[src/rtl/sar_pkg.sv]
// Shared definitions for the successive-approximation search controller.
//   sar_state_t : controller FSM states
//   CMP_*       : comparator result codes, packed as {gth, eq, lth}
package sar_pkg;

  typedef enum logic [1:0] {
    ST_IDLE   = 2'd0,
    ST_SETTLE = 2'd1,
    ST_DONE   = 2'd2
  } sar_state_t;

  localparam logic [2:0] CMP_GT = 3'b100;
  localparam logic [2:0] CMP_EQ = 3'b010;
  localparam logic [2:0] CMP_LT = 3'b001;

endpackage

[src/rtl/sar_cmp_decode.sv]
// Comparator result decoder (purely combinational).
//   cmp_gth/cmp_eq/cmp_lth : raw comparator result bits
//   keep    : the trial bit under test stays set (GT or EQ)
//   stop    : the search ends at this step (EQ or illegal code)
//   illegal : code is not one of GT/EQ/LT
module sar_cmp_decode
  import sar_pkg::*;
(
  input  logic cmp_gth,
  input  logic cmp_eq,
  input  logic cmp_lth,
  output logic keep,
  output logic stop,
  output logic illegal
);

  logic [2:0] code;

  always_comb begin
    code    = {cmp_gth, cmp_eq, cmp_lth};
    keep    = 1'b0;
    stop    = 1'b0;
    illegal = 1'b0;
    case (code)
      CMP_GT: keep = 1'b1;
      CMP_EQ: begin
        keep = 1'b1;
        stop = 1'b1;
      end
      CMP_LT: keep = 1'b0;
      default: begin
        stop    = 1'b1;
        illegal = 1'b1;
      end
    endcase
  end

endmodule

[src/rtl/sar_search_ctrl.sv]
// Successive-approximation search controller: drives a trial operand to an
// external magnitude comparator and resolves the target MSB first.
//   clk, rst_n          : clock, synchronous active-low reset
//   start               : begin a search (sampled only in IDLE)
//   cmp_gth/eq/lth      : comparator result for the current trial
//   trial               : registered operand to the comparator
//   busy                : search in progress
//   done                : one-cycle completion pulse
//   result/exact/err/steps : outcome, valid from done until the next start
module sar_search_ctrl
  import sar_pkg::*;
#(
  parameter int unsigned WIDTH   = 8,
  parameter int unsigned CMP_LAT = 1
) (
  input  logic                         clk,
  input  logic                         rst_n,
  input  logic                         start,
  input  logic                         cmp_gth,
  input  logic                         cmp_eq,
  input  logic                         cmp_lth,
  output logic [WIDTH-1:0]             trial,
  output logic                         busy,
  output logic                         done,
  output logic [WIDTH-1:0]             result,
  output logic                         exact,
  output logic                         err,
  output logic [$clog2(WIDTH+1)-1:0]   steps
);

  localparam int unsigned IDX_W  = $clog2(WIDTH);
  localparam int unsigned STEP_W = $clog2(WIDTH+1);
  localparam int unsigned CNT_W  = (CMP_LAT > 1) ? $clog2(CMP_LAT) : 1;

  sar_state_t        state_q, state_d;
  logic [WIDTH-1:0]  trial_q, trial_d;
  logic [WIDTH-1:0]  result_q, result_d;
  logic [IDX_W-1:0]  idx_q, idx_d;
  logic [CNT_W-1:0]  cnt_q, cnt_d;
  logic [STEP_W-1:0] steps_q, steps_d;
  logic              busy_q, busy_d;
  logic              done_q, done_d;
  logic              exact_q, exact_d;
  logic              err_q, err_d;

  logic             keep, stop, illegal;
  logic             sample, finish;
  logic [WIDTH-1:0] bit_mask, applied;

  sar_cmp_decode u_dec (
    .cmp_gth (cmp_gth),
    .cmp_eq  (cmp_eq),
    .cmp_lth (cmp_lth),
    .keep    (keep),
    .stop    (stop),
    .illegal (illegal)
  );

  // Comparator is sampled at the edge ending the last settle cycle.
  assign sample   = (state_q == ST_SETTLE) && (cnt_q == CNT_W'(CMP_LAT - 1));
  assign finish   = sample && (stop || (idx_q == '0));
  assign bit_mask = WIDTH'(1) << idx_q;
  assign applied  = keep ? trial_q : (trial_q & ~bit_mask);

  always_ff @(posedge clk) begin
    if (!rst_n) begin
      state_q  <= ST_IDLE;
      trial_q  <= '0;
      result_q <= '0;
      idx_q    <= '0;
      cnt_q    <= '0;
      steps_q  <= '0;
      busy_q   <= 1'b0;
      done_q   <= 1'b0;
      exact_q  <= 1'b0;
      err_q    <= 1'b0;
    end else begin
      state_q  <= state_d;
      trial_q  <= trial_d;
      result_q <= result_d;
      idx_q    <= idx_d;
      cnt_q    <= cnt_d;
      steps_q  <= steps_d;
      busy_q   <= busy_d;
      done_q   <= done_d;
      exact_q  <= exact_d;
      err_q    <= err_d;
    end
  end

  always_comb begin
    state_d = state_q;
    case (state_q)
      ST_IDLE:   if (start) state_d = ST_SETTLE;
      ST_SETTLE: if (finish) state_d = ST_DONE;
      ST_DONE:   state_d = ST_IDLE;
      default:   state_d = ST_IDLE;
    endcase
  end

  always_comb begin
    trial_d  = trial_q;
    result_d = result_q;
    idx_d    = idx_q;
    cnt_d    = cnt_q;
    steps_d  = steps_q;
    busy_d   = busy_q;
    done_d   = 1'b0;
    exact_d  = exact_q;
    err_d    = err_q;
    case (state_q)
      ST_IDLE: begin
        if (start) begin
          trial_d = WIDTH'(1) << (WIDTH - 1);
          idx_d   = IDX_W'(WIDTH - 1);
          cnt_d   = '0;
          steps_d = '0;
          exact_d = 1'b0;
          err_d   = 1'b0;
          busy_d  = 1'b1;
        end
      end
      ST_SETTLE: begin
        if (!sample) begin
          cnt_d = cnt_q + CNT_W'(1);
        end else begin
          steps_d = steps_q + STEP_W'(1);
          if (finish) begin
            // trial keeps its last driven value; only result sees the decision
            result_d = applied;
            exact_d  = stop && !illegal;
            err_d    = illegal;
            busy_d   = 1'b0;
            done_d   = 1'b1;
          end else begin
            trial_d = applied | (bit_mask >> 1);
            idx_d   = idx_q - IDX_W'(1);
            cnt_d   = '0;
          end
        end
      end
      default: ;
    endcase
  end

  assign trial  = trial_q;
  assign busy   = busy_q;
  assign done   = done_q;
  assign result = result_q;
  assign exact  = exact_q;
  assign err    = err_q;
  assign steps  = steps_q;

endmodule

[config.mk]
export PLATFORM = sky130hd
export DESIGN_NAME = sar_search_ctrl
export DESIGN_NICKNAME = d
export VERILOG_FILES = /design/src/rtl/sar_pkg.sv /design/src/rtl/sar_cmp_decode.sv /design/src/rtl/sar_search_ctrl.sv
export SDC_FILE = /design/constraint.sdc
export NUM_CORES = 1
export LEC_CHECK = 0
export ABC_AREA = 1
export CAP_MARGIN = 10
export CORE_ASPECT_RATIO = 0.9
export CORE_MARGIN = 4
export CORE_UTILIZATION = 25
export DETAILED_ROUTE_END_ITERATION = 7
export PLACE_DENSITY = 0.41
export SLEW_MARGIN = 25
export SYNTH_ARGS = -nofsm -noshare
export SYNTH_HDL_FRONTEND = slang
export SYNTH_SLANG_ARGS = --single-unit
[constraint.sdc]
create_clock -name clk -period 2 [get_ports clk]
set_input_delay 0.4 -clock clk [delete_from_list [all_inputs] [get_ports clk]]
set_output_delay 0.4 -clock clk [all_outputs]
set_load 0.005 [all_outputs]
==> impl_metrics.toml <==
[synth]
synth.area.top_cells = "dfxtp_1 43%, nand2_1 14%, a21oi_1 8.3%"
async_flop_share_pct = 0
synth_mux_area_share_pct = 0
synth-edff-count = 0
ys_ff_latch = 30
synth_most_common_cell = "nand2_1"
synth_top_family_by_area = "simple AND/OR/NAND/NOR gates"
synth_simple_gate_area_share_pct = 25.7
yosys.area.top_type = "dfxtp_1"
seq_area_frac_synth_pct = 43.4
synthTopCellsByCount = "52 x nand2_1, 30 x dfxtp_1, 23 x a21oi_1"
syn_nets = 192
synth_compound_area_share_pct = 17.9
synth_cell_types = 25
synthXorXnorAreaFrac_pct = 1.27
synthAdderAreaFrac_pct = 5.42
yosysWarningCount = 0
ys.flop_type = "dfxtp_1"
synth_top_cell_area_share_pct = 43.4
syn_inst = 180
syn_area_um2 = 1380
synth.avg_cell_area_um2 = 7.69

[sta]
finalClockSkew_ns = 0.00659
tns_ns = 0
drv_slew = 0
min_period_ns = 1.63
max_freq_ghz = 0.612
worst_pin_slew_ns = 0.313
min_period_over_period_pct = 81.6
rsz0062_at_grt = "no"
finalSetupViolations = 0
hold_viol_final = 0
max_slew_margin_pct = 78.9

[drt]
wl_per_cell_um = 12.2
via_count = 1267
dr.pass1.iters = 4
ant_nets = 0
drtIter0Drc = 57
finalWirelength_um = 3520
drc_errors = 0
via_per_inst = 4.38

[clock_network]
clk_pin_slew_ns = 0.07
clockBufferDepth = 2
clk_latency_ns = 0.29
cts_tree = "yes"
htreeDepth = 2
ctsResizeCount = 0
cts_hold_buf = 0
post-cts-setup-buffer-count = 0
clock-sinks = 30
cts_root_buffer = "clkbuf_8"
cts_buffers = 5

[global_route]
grt_use_total_pct = 11.2
gr-total-overflow = 0
grt_max_degree = 16
antenna_found_initial = 0
grt_first_pass_wirelength_um = 5870
grt_pass1_vias = 1197

[die]
start_util_pct = 26.0
fp.dieH_um = 78.6
core-area_um2 = 5320
dieArea_um2 = 6790
rows = 25
die_w_um = 86.4
io_pins = 30

[pwr]
p_sw_share_pct = 29.9
pwr-share-comb_pct = 22.1
clkPwrFrac_pct = 33.6
powerDensity_nw_per_um2 = 805
ir_drop_mv = 0.372
power_switching_w = 0.000458
seqPwrFrac_pct = 44.4
p_total_w = 0.00153
internal-power_w = 0.00107
p_leak_nw = 0.821

[placed_design]
place.gp.congestion = 0.785
port_buffers = 29
dp_hpwl_um = 2660

[worst_setup_path]
crit_arrival_ns = 1.80
path_cells = "clkdlybuf4s50_1, inv_1, nand3_1, nand2_1, o21ai_0, buf_4, a21oi_1"
worst_setup_path_start_kind = "input port"
cpMaxStageDelayCell = "clkdlybuf4s50_1"
path_max_fanout = 8
slowest_delay_ns = 0.51
worstPathRequired_ns = 2.17
crit_type = "input port to register"
worstSetupEndpointType = "register"

[job]
maxCapViolCount = 0

[cells_and_area]
antennaDiodeCount = 0
final_nets = 233
area_delta_synth_final_pct = 37.4
drive_gt1_share_pct = 13.5

[status]
outcome = "completed"

[worst_hold_path]
hp-class = "register to register"
==> critical path, delay by kind of cell <==
family,cells,cell delay [ns]
buffers and inverters,3,0.75
AO/OA/AOI/OAI,2,0.38
AND/OR/NAND/NOR,2,0.27
==> flip-flops by register name, summed over array words and instances, names as in the netlist <==
name and flops:
cnt_q 1, busy 1, done 1, state_q 2, idx_q 3, result 8
err 1, steps 4, trial 8, exact 1
==> per-stage QoR <==
stage	setup slack [ns]	area [µm²]	utilization (%)	hold slack [ns]	instances
global route	0.196	1900	35.8	0.471	289
floorplan	0.594	1380	-	0.454	180
CTS	0.383	1900	35.8	0.459	289
finish	0.367	1900	35.8	0.457	289
detailed placement	0.0901	1810	34.0	0.450	281
global placement	0.118	1810	34.0	0.451	281
==> metal layers <==
metal | up-vias | wire, µm | GRT usage, %
met4 | 0 | 70 | 4.67
met2 | 26 | 1470 | 16.3
li1 | 665 | - | -
met1 | 570 | 1810 | 14.9
met3 | 6 | 163 | 4.09
met5 | - | 0 | 0
==> logic make-up (layout without fill, tap and decap cells) <==
kind of cell	after synthesis	in the layout
compound gates	45	45
fa+ha+maj	6	6
flops	30	30
buf+inv	20	62
simple gates	77	77
xor+xnor	2	2
==> cell usage in the layout (no fill, tap or decap), drive strengths merged <==
cell type / instances
nand2: 58
dfxtp: 30
xor2: 2
nor2: 8
inv: 16
buf: 9
ha: 6
a211oi: 1
o211a: 1
clkdlybuf4s50: 29
nor3: 1
clkinv: 1
a21oi: 24
nand3: 9
or2: 1
o21ai: 19
clkbuf: 7
==> path summary, 6_finish.rpt <==
path,from,endpoint,slack (ns),cells past startpoint
setup / recovery,cmp_gth,result[3],0.37,7
setup reg to reg,idx_q[0],trial[7],0.45,9
hold reg to reg,busy,busy,0.46,2
hold / removal,busy,busy,0.46,2
==> power groups by stage <==
stage / Combinational, W / Clock [W] / Sequential (W)
2_1_floorplan: 0.000211 / 0 / 0.000691
3_3_place_gp: 0.000343 / 0 / 0.000691
3_5_place_dp: 0.000343 / 0 / 0.000693
4_1_cts: 0.000344 / 0.000536 / 0.000680
5_1_grt: 0.000385 / 0.000559 / 0.000686
6_report: 0.000338 / 0.000514 / 0.000679
==> cell type report <==
type | instances | area, µm²
Timing Repair Buffer | 38 | 370
Fill cell | 576 | 3420
Tap cell | 67 | 83.8
Clock buffer | 7 | 86.3
Clock inverter | 1 | 5.00
Multi-Input combinational cell | 130 | 696
Sequential cell | 30 | 601
Inverter | 16 | 60.1
No activity file was read; power rests on OpenSTA's default activity.
